[config.mk]
export PLATFORM = sky130hd
export DESIGN_NAME = i2s_tx
export DESIGN_NICKNAME = d
export VERILOG_FILES = /design/src/rtl/i2s_pkg.sv /design/src/rtl/i2s_bclk_gen.sv /design/src/rtl/i2s_tx.sv
export SDC_FILE = /design/constraint.sdc
export NUM_CORES = 1
export LEC_CHECK = 0
export ABC_AREA = 1
export BUFFER_PORTS_ARGS = -buffer_cell sky130_fd_sc_hd__buf_2
export CORE_ASPECT_RATIO = 0.8
export CORE_MARGIN = 3
export CORE_UTILIZATION = 59
export DETAILED_ROUTE_END_ITERATION = 8
export MAX_ROUTING_LAYER = met4
export PLACE_DENSITY = 0.87
export SLEW_MARGIN = 20
export SYNTH_ARGS = -nofsm -noshare
export SYNTH_HDL_FRONTEND = slang
export SYNTH_SLANG_ARGS = --single-unit
export TNS_END_PERCENT = 1
[constraint.sdc]
create_clock -name clk -period 2.2 [get_ports clk]
set_input_delay 0.44 -clock clk [delete_from_list [all_inputs] [get_ports clk]]
set_output_delay 0.44 -clock clk [all_outputs]
set_load 0.005 [all_outputs]
[src/rtl/i2s_pkg.sv]
// Shared I2S definitions: default sample/slot widths and the run/idle state type.
package i2s_pkg;

    localparam int unsigned I2S_DATA_W = 24;
    localparam int unsigned I2S_SLOT_W = 32;

    typedef enum logic {
        IDLE,
        RUN
    } i2s_state_e;

endpackage

[src/rtl/i2s_bclk_gen.sv]
// I2S bit-clock divider: registered bclk plus single-cycle rise/fall strobes.
module i2s_bclk_gen #(
    parameter int unsigned BCLK_DIV = 4
) (
    input  logic clk,
    input  logic rst_n,
    input  logic run,
    output logic bclk,
    output logic rise,
    output logic fall
);

    localparam int unsigned DivW = (BCLK_DIV > 1) ? $clog2(BCLK_DIV) : 1;

    logic [DivW-1:0] div_cnt_q, div_cnt_d;
    logic            bclk_q, bclk_d;
    logic            tick;

    always_comb begin
        tick      = run && (div_cnt_q == DivW'(BCLK_DIV - 1));
        div_cnt_d = '0;
        bclk_d    = 1'b0;
        if (run) begin
            div_cnt_d = tick ? '0 : div_cnt_q + 1'b1;
            bclk_d    = bclk_q ^ tick;
        end
    end

    always_ff @(posedge clk or negedge rst_n) begin
        if (!rst_n) begin
            div_cnt_q <= '0;
            bclk_q    <= 1'b0;
        end else begin
            div_cnt_q <= div_cnt_d;
            bclk_q    <= bclk_d;
        end
    end

    assign bclk = bclk_q;
    assign rise = tick && !bclk_q;
    assign fall = tick && bclk_q;

endmodule

[src/rtl/i2s_tx.sv]
// I2S stereo transmitter: one-entry sample buffer, frame FSM and MSB-first shifters.
// Optional build macro I2S_TX_UNDERRUN_CNT_EN adds a saturating underrun_cnt output.
module i2s_tx
    import i2s_pkg::*;
#(
    parameter int unsigned DATA_W   = I2S_DATA_W,
    parameter int unsigned SLOT_W   = I2S_SLOT_W,
    parameter int unsigned BCLK_DIV = 4
) (
    input  logic              clk,
    input  logic              rst_n,
    input  logic              en,
    input  logic              s_valid,
    output logic              s_ready,
    input  logic [DATA_W-1:0] s_left,
    input  logic [DATA_W-1:0] s_right,
    output logic              i2s_bclk,
    output logic              i2s_ws,
    output logic              i2s_sd,
    output logic              underrun
`ifdef I2S_TX_UNDERRUN_CNT_EN
    ,
    output logic [15:0]       underrun_cnt
`endif
);

    localparam int unsigned FramePos = 2 * SLOT_W;
    localparam int unsigned PosW     = $clog2(FramePos);

    i2s_state_e        state_q, state_d;
    logic [PosW-1:0]   pos_q, pos_d, pos_next;
    logic              ws_q, ws_d, sd_q, sd_d, underrun_q, underrun_d;
    logic              buf_full_q, buf_full_d;
    logic [DATA_W-1:0] buf_l_q, buf_l_d, buf_r_q, buf_r_d;
    logic [DATA_W-1:0] sh_l_q, sh_l_d, sh_r_q, sh_r_d;
    logic              run, frame_end, load, accept;
    logic              bclk_rise, bclk_fall, unused_rise;

    i2s_bclk_gen #(
        .BCLK_DIV (BCLK_DIV)
    ) u_bclk_gen (
        .clk   (clk),
        .rst_n (rst_n),
        .run   (run),
        .bclk  (i2s_bclk),
        .rise  (bclk_rise),
        .fall  (bclk_fall)
    );

    assign unused_rise = bclk_rise;

    always_ff @(posedge clk or negedge rst_n) begin
        if (!rst_n) state_q <= IDLE;
        else        state_q <= state_d;
    end

    always_comb begin
        state_d = state_q;
        unique case (state_q)
            IDLE:    if (en) state_d = RUN;
            RUN:     if (frame_end && !en) state_d = IDLE;
            default: state_d = IDLE;
        endcase
    end

    // The IDLE->RUN edge doubles as the frame load, so the first RUN clk already holds p = 0.
    always_comb begin
        run        = (state_q == RUN);
        frame_end  = run && bclk_fall && (pos_q == PosW'(FramePos - 1));
        load       = en && (!run || frame_end);
        s_ready    = !buf_full_q || load;
        accept     = s_valid && s_ready;
        underrun_d = load && !buf_full_q;
    end

    // Load consumes the old entry before a same-cycle accept refills it.
    always_comb begin
        buf_full_d = buf_full_q;
        buf_l_d    = buf_l_q;
        buf_r_d    = buf_r_q;
        if (load) buf_full_d = 1'b0;
        if (accept) begin
            buf_full_d = 1'b1;
            buf_l_d    = s_left;
            buf_r_d    = s_right;
        end
    end

    always_comb begin
        pos_next = (pos_q == PosW'(FramePos - 1)) ? '0 : pos_q + 1'b1;
        pos_d    = pos_q;
        ws_d     = ws_q;
        sd_d     = sd_q;
        sh_l_d   = sh_l_q;
        sh_r_d   = sh_r_q;
        if (load) begin
            sh_l_d = buf_full_q ? buf_l_q : '0;
            sh_r_d = buf_full_q ? buf_r_q : '0;
        end
        if (run && bclk_fall) begin
            pos_d = pos_next;
            ws_d  = (pos_next >= PosW'(SLOT_W));
            sd_d  = 1'b0;
            if ((pos_next != '0) && (pos_next <= PosW'(DATA_W))) begin
                sd_d   = sh_l_q[DATA_W-1];
                sh_l_d = sh_l_q << 1;
            end else if ((pos_next > PosW'(SLOT_W)) &&
                         (pos_next <= PosW'(SLOT_W + DATA_W))) begin
                sd_d   = sh_r_q[DATA_W-1];
                sh_r_d = sh_r_q << 1;
            end
        end
    end

    always_ff @(posedge clk or negedge rst_n) begin
        if (!rst_n) begin
            pos_q      <= '0;
            ws_q       <= 1'b0;
            sd_q       <= 1'b0;
            underrun_q <= 1'b0;
            buf_full_q <= 1'b0;
            buf_l_q    <= '0;
            buf_r_q    <= '0;
            sh_l_q     <= '0;
            sh_r_q     <= '0;
        end else begin
            pos_q      <= pos_d;
            ws_q       <= ws_d;
            sd_q       <= sd_d;
            underrun_q <= underrun_d;
            buf_full_q <= buf_full_d;
            buf_l_q    <= buf_l_d;
            buf_r_q    <= buf_r_d;
            sh_l_q     <= sh_l_d;
            sh_r_q     <= sh_r_d;
        end
    end

    assign i2s_ws   = ws_q;
    assign i2s_sd   = sd_q;
    assign underrun = underrun_q;

`ifdef I2S_TX_UNDERRUN_CNT_EN
    logic [15:0] ucnt_q;

    always_ff @(posedge clk or negedge rst_n) begin
        if (!rst_n) begin
            ucnt_q <= '0;
        end else if (underrun_d && (ucnt_q != 16'hFFFF)) begin
            ucnt_q <= ucnt_q + 16'd1;
        end
    end

    assign underrun_cnt = ucnt_q;
`endif

endmodule
==> results of run 1 <==
## layout by cell type (no fill, tap or decap), types with 2 or more instances in the layout
cell / synthesis / layout
o21ai_1: 17 / 17
inv_2: 4 / 4
ha_2: 0 / 3
buf_4: 1 / 21
inv_1: 13 / 13
buf_12: 0 / 5
dfrtp_1: 110 / 110
buf_2: 17 / 54
o21ai_0: 36 / 36
nor2_1: 4 / 4
nor2_4: 1 / 2
nand3_1: 79 / 79
clkinv_4: 0 / 2
clkbuf_8: 0 / 10
nand2_2: 5 / 5
nand2_1: 323 / 322
nand4_1: 26 / 26
## kinds of logic after synthesis
group | after synthesis | synth area share, %
buffers and inverters | 64 | 5.86
AO/OA/AOI/OAI | 56 | 5.41
adder cells (fa/ha/maj) | 4 | 0.946
AND/OR/NAND/NOR | 445 | 35.8
flip-flops | 110 | 52.0
## final timing paths
path / end / slack, ns / start
worst max-delay path: s_ready / 0.02 / u_bclk_gen.div_cnt_q[0]
worst min-delay path: buf_l_q[8] / 0.08 / rst_n
worst max register to register: buf_l_q[6] / 0.11 / u_bclk_gen.div_cnt_q[0]
worst min register to register: buf_r_q[6] / 0.48 / buf_r_q[6]
max in group asynchronous: sh_r_q[6] / 1.46 / rst_n
min in group clk: run / 0.27 / en
## what timing repair did
action                     CTS  global route
setup endpoints to repair    1            56
pin swaps                    5             4
setup buffers                4             3
gates resized for setup      3             6
## where the power goes
group	leakage [nW]	switching (mW)	internal, mW
clock network	0.103	0.687	0.563
logic	1.94	0.343	0.234
registers	1.23	0.171	2.31
## per-stage QoR
step / utilization [%] / TNS [ns]
4_1_cts: 68.9 / 0
2_1_floorplan: - / 0
3_3_place_gp: 65.9 / 0
5_1_grt: 69.4 / -0.0941
3_5_place_dp: 65.9 / 0
6_report: 69.4 / 0
## final cells by class
cell class                 count  share of cell area, %
multi-input combinational    505                   38.0
clock inverter                 6                   1.15
clock buffer                  10                   2.31
sequential                   110                   46.1
inverter                      17                   1.07
timing repair buffer          81                   9.04
tap                          112                   2.35
## per-layer routing
layer	part of all wire (%)	up-vias	global-route usage [%]
met5	0	-	-
met1	45	2209	31.1
li1	-	2282	-
met3	5.4	15	6.30
met4	1.1	0	8.00
met2	49	148	38.4
## flip-flops by register name, indices dropped and copies added, names as in the netlist
name                  flops
buf_l_q                  24
buf_r_q                  24
sh_l_q                   24
sh_r_q                   24
pos_q                     6
u_bclk_gen.div_cnt_q      2
buf_full_q                1
i2s_sd                    1
i2s_ws                    1
run                       1
u_bclk_gen.bclk           1
underrun                  1
==> results.json, run 1 <==
{
  "postSynthCellCount": 679,
  "synthFlopType": "dfrtp_1",
  "drive_above_1_share_pct": 16.0,
  "syn_nets": 735,
  "max-cap-violations": 0,
  "clk_latency_ns": 0.38,
  "ys_types": 27,
  "drt_iter0_drc": 292,
  "coreArea_mm2": 0.00860,
  "hold_slack_ns": 0.0754,
  "rr_worst_depth": 13,
  "hold_buffers": 0,
  "antennaDiodeCount": 0,
  "multiInputGateArea_mm2": 0.00227,
  "cellPowerDensity_mw_per_mm2": 722,
  "post_drt_wl_per_cell_um": 13.8,
  "io_buffers": 56,
  "max_stage_delay_ns": 0.37,
  "setup_viol": 0,
  "dp_hpwl_um": 7530,
  "seq_area_frac_synth_pct": 52.0,
  "drc": 0,
  "gp_congestion": 0.908,
  "final_cell_count_no_fill": 841,
  "die_area_mm2": 0.0102,
  "slowest_stage": "dfrtp_1",
  "synth.most_common_cell": "nand2_1",
  "setup_ws_ns": 0.0152,
  "gr-total-overflow": 0,
  "ys_ff_latch": 110,
  "crit_buf_inv": 2,
  "cp_top_family": "flip-flops",
  "period_needed_ns": 2.18,
  "post-place-ws_ns": 0.130,
  "grt_pass1_wl_um": 19900,
  "clock_sinks": 110,
  "synth.area.top_cells": "dfrtp_1, nand2_1, nand3_1",
  "rsz0062_at_grt": "true",
  "hold_viol_final": 0,
  "die_w_um": 112,
  "clockBufferDepth": 2,
  "cts-root-buf": "clkbuf_8",
  "grt_usage_pct": 24.4,
  "netlist_top_cells_count": "nand2_1, dfrtp_1, nand3_1",
  "cp.required_ns": 1.76,
  "worst_ep_arrival_time_ns": 1.74,
  "cts_tree": "done",
  "yosys.area.top_type": "dfrtp_1",
  "syn_to_final_growth_pct": 12.8,
  "status": "finished clean",
  "hold_class": "input port to asynchronous set/reset pin",
  "finalInstanceArea_mm2": 0.00597,
  "syn-cell-area_mm2": 0.00529,
  "clk_pin_slew_ns": 0.11,
  "worst-path-max-fanout": 2,
  "slew_headroom_pct": 57.2,
  "cts_buffers": 9,
  "grt_start_max_net_pins": 98,
  "p_total_mw": 4.31,
  "htree_levels": 3,
  "crit_cells": 9,
  "wirelength_um": 11600,
  "fp-row-count": 30,
  "fin_skew_ns": 0.0126,
  "async_flop_share_pct": 100,
  "worstSetupPathType": "flop to output pin",
  "syn_avg_cell_area_um2": 7.79,
  "fillers": 692,
  "dr.pass1.iters": 5,
  "yosysTopAreaCellShare_pct": 52.0,
  "endpoint_kind": "output pin",
  "yosys_warnings": 0,
  "fmax_mhz": 458,
  "synth_edf_count": 0,
  "ant_nets": 0,
  "antenna_found_initial": 0,
  "initial_core_util_pct": 61.6,
  "total_leakage_power_nw": 3.26,
  "start_kind": "flop",
  "final_nets": 780,
  "grt_pass1_vias": 4474,
  "dp.cells": 818,
  "avgViaCountPerCell": 5.53,
  "worstMarginPinSlew_ns": 0.642,
  "layout.area.seq_mm2": 0.00275,
  "placed_cell_area_mm2": 0.00567,
  "crit_chain": "ha_2 > nand2_1 > inv_1 > ha_2 > nand2_2 > o21ai_2 > nand2_2 > nand2_8 > buf_6",
  "irDropWorstVdd_v": 0.000527,
  "period_share_pct": 99.3,
  "maxSlewViolCount": 0,
  "die_height_um": 90.7,
  "vias": 4654,
  "pin_count": 57
}
(Power assumes the default switching activity.)
==> run 2, diff against run 1 <==
--- a/config.mk
+++ b/config.mk
@@ -11,8 +11,8 @@
 export CORE_MARGIN = 3
 export CORE_UTILIZATION = 59
 export DETAILED_ROUTE_END_ITERATION = 8
-export MAX_ROUTING_LAYER = met4
 export PLACE_DENSITY = 0.87
+export SKIP_LAST_GASP = 1
 export SLEW_MARGIN = 20
 export SYNTH_ARGS = -nofsm -noshare
 export SYNTH_HDL_FRONTEND = slang
==> run 2 against run 1 <==
Critical path depth stayed put. Power is essentially flat. Clock-buffer cell count is the same. Cell count is the same. Sequential power barely moved. Worst hold slack better by 0.0040 ns. Global-route usage is 0.77 points lower.
==> results.json, run 2 (synthesis gave the netlist of run 1 again) <==
{
  "htree_levels": 3,
  "die_w_um": 112,
  "worstMarginPinSlew_ns": 0.646,
  "grt_start_max_net_pins": 98,
  "grt_usage_pct": 23.6,
  "gr-usage-met2_pct": 38.4,
  "io_buffers": 56,
  "fin_setup_tns_ns": 0,
  "p_total_mw": 4.31,
  "final_cell_mix": "nand2_1, dfrtp_1, nand3_1",
  "cts_buffers": 9,
  "worst-path-max-fanout": 2,
  "hold_viol_final": 0,
  "gp_congestion": 0.893,
  "met1_usage_pct": 31.0,
  "final_common_cell": "nand2_1",
  "vias": 4593,
  "drt_iter0_drc": 334,
  "final_cell_count_no_fill": 841,
  "grt.busiest_layer": "met2",
  "slowest_stage": "dfrtp_1",
  "antenna_found_initial": 0,
  "worst_ep_arrival_time_ns": 1.75,
  "drc": 0,
  "fillers": 694,
  "period_needed_ns": 2.19,
  "endpoint_kind": "output pin",
  "avgViaCountPerCell": 5.46,
  "clockBufferDepth": 2,
  "hold_buffers": 0,
  "setup_viol": 0,
  "start_kind": "flop",
  "cts_tree": "done",
  "max_stage_delay_ns": 0.37,
  "maxSlewViolCount": 0,
  "cts-root-buf": "clkbuf_8",
  "slew_headroom_pct": 56.9,
  "multiInputGateArea_mm2": 0.00226,
  "dr.pass1.iters": 6,
  "pin_count": 57,
  "cellPowerDensity_mw_per_mm2": 722,
  "coreArea_mm2": 0.00860,
  "final_util_pct": 69.4,
  "cp.required_ns": 1.76,
  "fin_skew_ns": 0.0155,
  "worstSetupPathType": "flop to output pin",
  "max-cap-violations": 0,
  "wirelength_um": 11600,
  "rsz0062_at_grt": "true",
  "syn_to_final_growth_pct": 12.7,
  "initial_core_util_pct": 61.6,
  "clk_latency_ns": 0.38,
  "ant_nets": 0,
  "clk_pin_slew_ns": 0.11,
  "use_met3_pct": 5.96,
  "status": "finished clean",
  "layout.area.seq_mm2": 0.00275,
  "irDropWorstVdd_v": 0.000528,
  "post_drt_wl_per_cell_um": 13.8,
  "fmax_mhz": 456,
  "fp-row-count": 30,
  "clock_sinks": 110,
  "hold_class": "input port to asynchronous set/reset pin",
  "drive_above_1_share_pct": 16.0,
  "dp_hpwl_um": 7530,
  "total_leakage_power_nw": 3.26,
  "final_nets": 780,
  "crit_chain": "ha_2 > nand2_1 > inv_1 > ha_2 > nand2_2 > o21ai_2 > nand2_2 > nand2_8 > buf_6",
  "die_height_um": 90.7,
  "grt_pass1_vias": 4473,
  "antennaDiodeCount": 0,
  "period_share_pct": 99.6,
  "gr-total-overflow": 0,
  "die_area_mm2": 0.0102,
  "grt_pass1_wl_um": 19900,
  "dp.cells": 818
}
-- run 2: cell counts in the layout (fill, tap and decap cells not counted) --
Identical to the previous run, type by type.
-- run 2: worst paths after layout --
path                                         start    endpoint  slack (ns)  cells past startpoint
max                        u_bclk_gen.div_cnt_q[0]     s_ready       0.009                      9
min                                          rst_n      i2s_ws        0.08                      1
max reg2reg                u_bclk_gen.div_cnt_q[0]   sh_r_q[0]        0.09                     11
min reg2reg                             buf_r_q[6]  buf_r_q[6]        0.48                      2
max in group asynchronous                    rst_n  sh_r_q[23]        1.45                      2
min in group clk                                en         run        0.27                      3
-- run 2: per-stage QoR --
| stage | cell area [um^2] | hold slack (ns) | worst slack, ns |
|---|---|---|---|
| 2_1_floorplan | 5290 | 0.144 | 0.311 |
| 3_3_place_gp | 5670 | 0.422 | 0.202 |
| 3_5_place_dp | 5670 | 0.437 | 0.130 |
| 4_1_cts | 5920 | 0.0906 | 0.00161 |
| 5_1_grt | 5960 | 0.117 | -0.0773 |
| 6_report | 5960 | 0.0795 | 0.00916 |
-- run 2: metal layers --
layer,part of all wire (%),vias to the layer above
met5,0,-
met4,1.3,0
met3,5.1,15
met2,49,132
met1,45,2164
li1,-,2282
-- run 2: cell type report --
cell class              count  area share (%)
repair buffers             81            9.04
clock buffers              10            2.31
well taps                 112            2.35
clock inverters             6            1.15
flip-flops and latches    110            46.2
inverters                  17            1.07
multi-input cells         505            37.9
-- run 2: report_power, final --
part	internal (mW)	leakage, nW	switching [mW]
Clock	0.563	0.103	0.687
Sequential	2.31	1.23	0.171
Combinational	0.234	1.93	0.342
-- run 2: what timing repair did --
item,in CTS,in global routing
endpoints found under the setup margin,1,56
setup buffers,4,3
gates resized for setup,3,5
pin swaps,5,4
-- run 2: worst max-delay path, delay by kind of cell, from the launching register on --
| kind | cells | cell delay [ns] |
|---|---|---|
| adder cells (fa/ha/maj) | 2 | 0.35 |
| buffers and inverters | 2 | 0.15 |
| AND/OR/NAND/NOR | 4 | 0.32 |
| AO/OA/AOI/OAI | 1 | 0.18 |
| flip-flops | 1 | 0.37 |
==> run 3, diff against run 2 <==
--- a/config.mk
+++ b/config.mk
@@ -9,9 +9,11 @@
 export BUFFER_PORTS_ARGS = -buffer_cell sky130_fd_sc_hd__buf_2
 export CORE_ASPECT_RATIO = 0.8
 export CORE_MARGIN = 3
-export CORE_UTILIZATION = 59
+export CORE_UTILIZATION = 60
+export CTS_CLUSTER_DIAMETER = 150
 export DETAILED_ROUTE_END_ITERATION = 8
-export PLACE_DENSITY = 0.87
+export PLACE_DENSITY = 0.88
+export RECOVER_POWER = 25
 export SKIP_LAST_GASP = 1
 export SLEW_MARGIN = 20
 export SYNTH_ARGS = -nofsm -noshare
==> constraint.sdc (replaced) <==
create_clock -name clk -period 2.7 [get_ports clk]
set_input_delay 0.54 -clock clk [delete_from_list [all_inputs] [get_ports clk]]
set_output_delay 0.54 -clock clk [all_outputs]
set_load 0.005 [all_outputs]
==> run 3 against run 2 <==
The run now ends with max-capacitance violations, max-slew violations left. Critical path depth shrank 1. Sequential share of layout area grew 1.2 points. Clock power shrank 8%. Non-clock buffer count shrank 14. Clock-buffer cell count grew 2. Cell count shrank 2.1%. Die area shrank 1.6%. Power shrank 16%. Core utilization grew 1.2 points. Cell area shrank 2.5%. Wire length grew 0.43%. Via count shrank 0.15%.
==> results.json, run 3 (synthesis gave the netlist of run 1 again) <==
{
  "cts_buffers": 9,
  "period_needed_ns": 2.66,
  "crit_buf_inv": 1,
  "grt_usage_pct": 24.5,
  "avgViaCountPerCell": 5.57,
  "endpoint_kind": "output pin",
  "clockBufferDepth": 2,
  "gp_congestion": 0.843,
  "grt_start_max_net_pins": 98,
  "initial_core_util_pct": 64.3,
  "grt_pass1_vias": 4419,
  "rrSetupSlack_ns": 0.24,
  "violations": "max-capacitance violations, max-slew violations",
  "pin_count": 57,
  "min_from": "en",
  "fp-row-count": 29,
  "rsz0062_at_grt": "true",
  "post-place-ws_ns": 0.0972,
  "clk_pin_slew_ns": 0.10,
  "worst_hold_path.endpoint": "run",
  "post_drt_wl_per_cell_um": 14.1,
  "period_share_pct": 98.5,
  "drc": 0,
  "drive_above_1_share_pct": 13.8,
  "total_leakage_power_nw": 3.19,
  "max_stage_delay_ns": 0.47,
  "syn_to_final_growth_pct": 9.83,
  "dp.cells": 807,
  "fin_skew_ns": 0.00937,
  "irDropWorstVdd_v": 0.000463,
  "clk_latency_ns": 0.39,
  "crit_chain": "ha_1 > nand2_2 > nor2_2 > nand2_2 > o21ai_2 > nand2_2 > nand2_8 > buf_2",
  "r2r-end": "sh_r_q[0]",
  "cellPowerDensity_mw_per_mm2": 624,
  "dp_hpwl_um": 7580,
  "start_kind": "flop",
  "setup_viol": 0,
  "cts_tree": "done",
  "hold_class": "input port to flop",
  "final_nets": 766,
  "gr-total-overflow": 0,
  "drt_iter0_drc": 347,
  "antenna_found_initial": 0,
  "p_total_mw": 3.63,
  "die_height_um": 90.0,
  "htree_levels": 3,
  "vias": 4586,
  "status": "complete, but fails checks",
  "antennaDiodeCount": 0,
  "coreArea_mm2": 0.00824,
  "worst-path-max-fanout": 23,
  "grt_pass1_wl_um": 20200,
  "dr.pass1.iters": 5,
  "io_buffers": 56,
  "final_util_pct": 70.6,
  "maxSlewViolCount": 33,
  "worst_ep_arrival_time_ns": 2.12,
  "multiInputGateArea_mm2": 0.00225,
  "fmax_mhz": 376,
  "slew_headroom_pct": -12.4,
  "max-cap-violations": 1,
  "cp_top_family": "simple AND/OR/NAND/NOR gates",
  "cts-root-buf": "clkbuf_8",
  "clock_sinks": 110,
  "timing.rr.start": "pos_q[1]",
  "layout.area.seq_mm2": 0.00275,
  "setup_ws_ns": 0.0399,
  "worstMarginPinSlew_ns": 1.69,
  "slowest_stage": "dfrtp_1",
  "cp.required_ns": 2.16,
  "die_area_mm2": 0.00999,
  "hold_slack_ns": 0.372,
  "min_path_cells": 3,
  "fillers": 657,
  "cp_common_cell": "nand2_2",
  "worstSetupPathType": "flop to output pin",
  "die_w_um": 111,
  "final_common_cell": "nand2_1",
  "final_cell_count_no_fill": 823,
  "rr_worst_depth": 9,
  "final_cell_mix": "nand2_1, dfrtp_1, nand3_1",
  "hold_viol_final": 0,
  "ant_nets": 0,
  "wirelength_um": 11600
}
-- run 3: worst min-delay path: cells and delay by family --
family	cells	cell delay, ns
and+or+nand+nor	1	0.06
buffers and inverters	2	0.14
-- run 3: how the worst max path moves through the flow --
stage,cells after the start,slack [ns],end,from
3_5_place_dp,10,0.1,sh_r_q[0],u_bclk_gen.div_cnt_q[0]
6_report,8,0.04,s_ready,pos_q[1]
5_1_grt,8,-0.13,s_ready,pos_q[1]
2_1_floorplan,8,0.71,s_ready,pos_q[0]
3_3_place_gp,10,0.23,sh_r_q[0],u_bclk_gen.div_cnt_q[0]
4_1_cts,9,0.06,s_ready,u_bclk_gen.div_cnt_q[0]
-- run 3: area by class of cell --
type                            count  area share [%]
Clock inverter                      4            1.31
Multi-Input combinational cell    505            38.6
Inverter                           17            1.10
Clock buffer                       12            2.84
Tap cell                          108            2.32
Sequential cell                   110            47.4
Timing Repair Buffer               67            6.44
-- run 3: repair_timing --
| action | 4_1_cts | 5_1_grt |
|---|---|---|
| setup endpoints to repair | 1 | 25 |
| setup buffers | 0 | 0 |
| gates resized for setup | 2 | 1 |
| hold buffers | 0 | 0 |
-- run 3: report_power, final --
part / leakage, nW / internal (mW) / switching [mW]
sequential: 1.23 / 1.88 / 0.135
clock: 0.119 / 0.602 / 0.547
combinational: 1.85 / 0.177 / 0.286
-- run 3: per-layer routing --
| layer | global-route usage, % | share of wire [%] |
|---|---|---|
| met1 | 32.5 | 44 |
| met2 | 39.2 | 49 |
| met3 | 6.24 | 6.0 |
| met4 | 9.13 | 1.7 |
| met5 | 0 | 0 |
-- run 3: through the flow --
stage               TNS [ns]  cell area [um^2]
finish                     0              5810
CTS                        0              5820
detailed placement         0              5570
global placement           0              5570
global route          -0.133              5810
floorplan                  0              5290
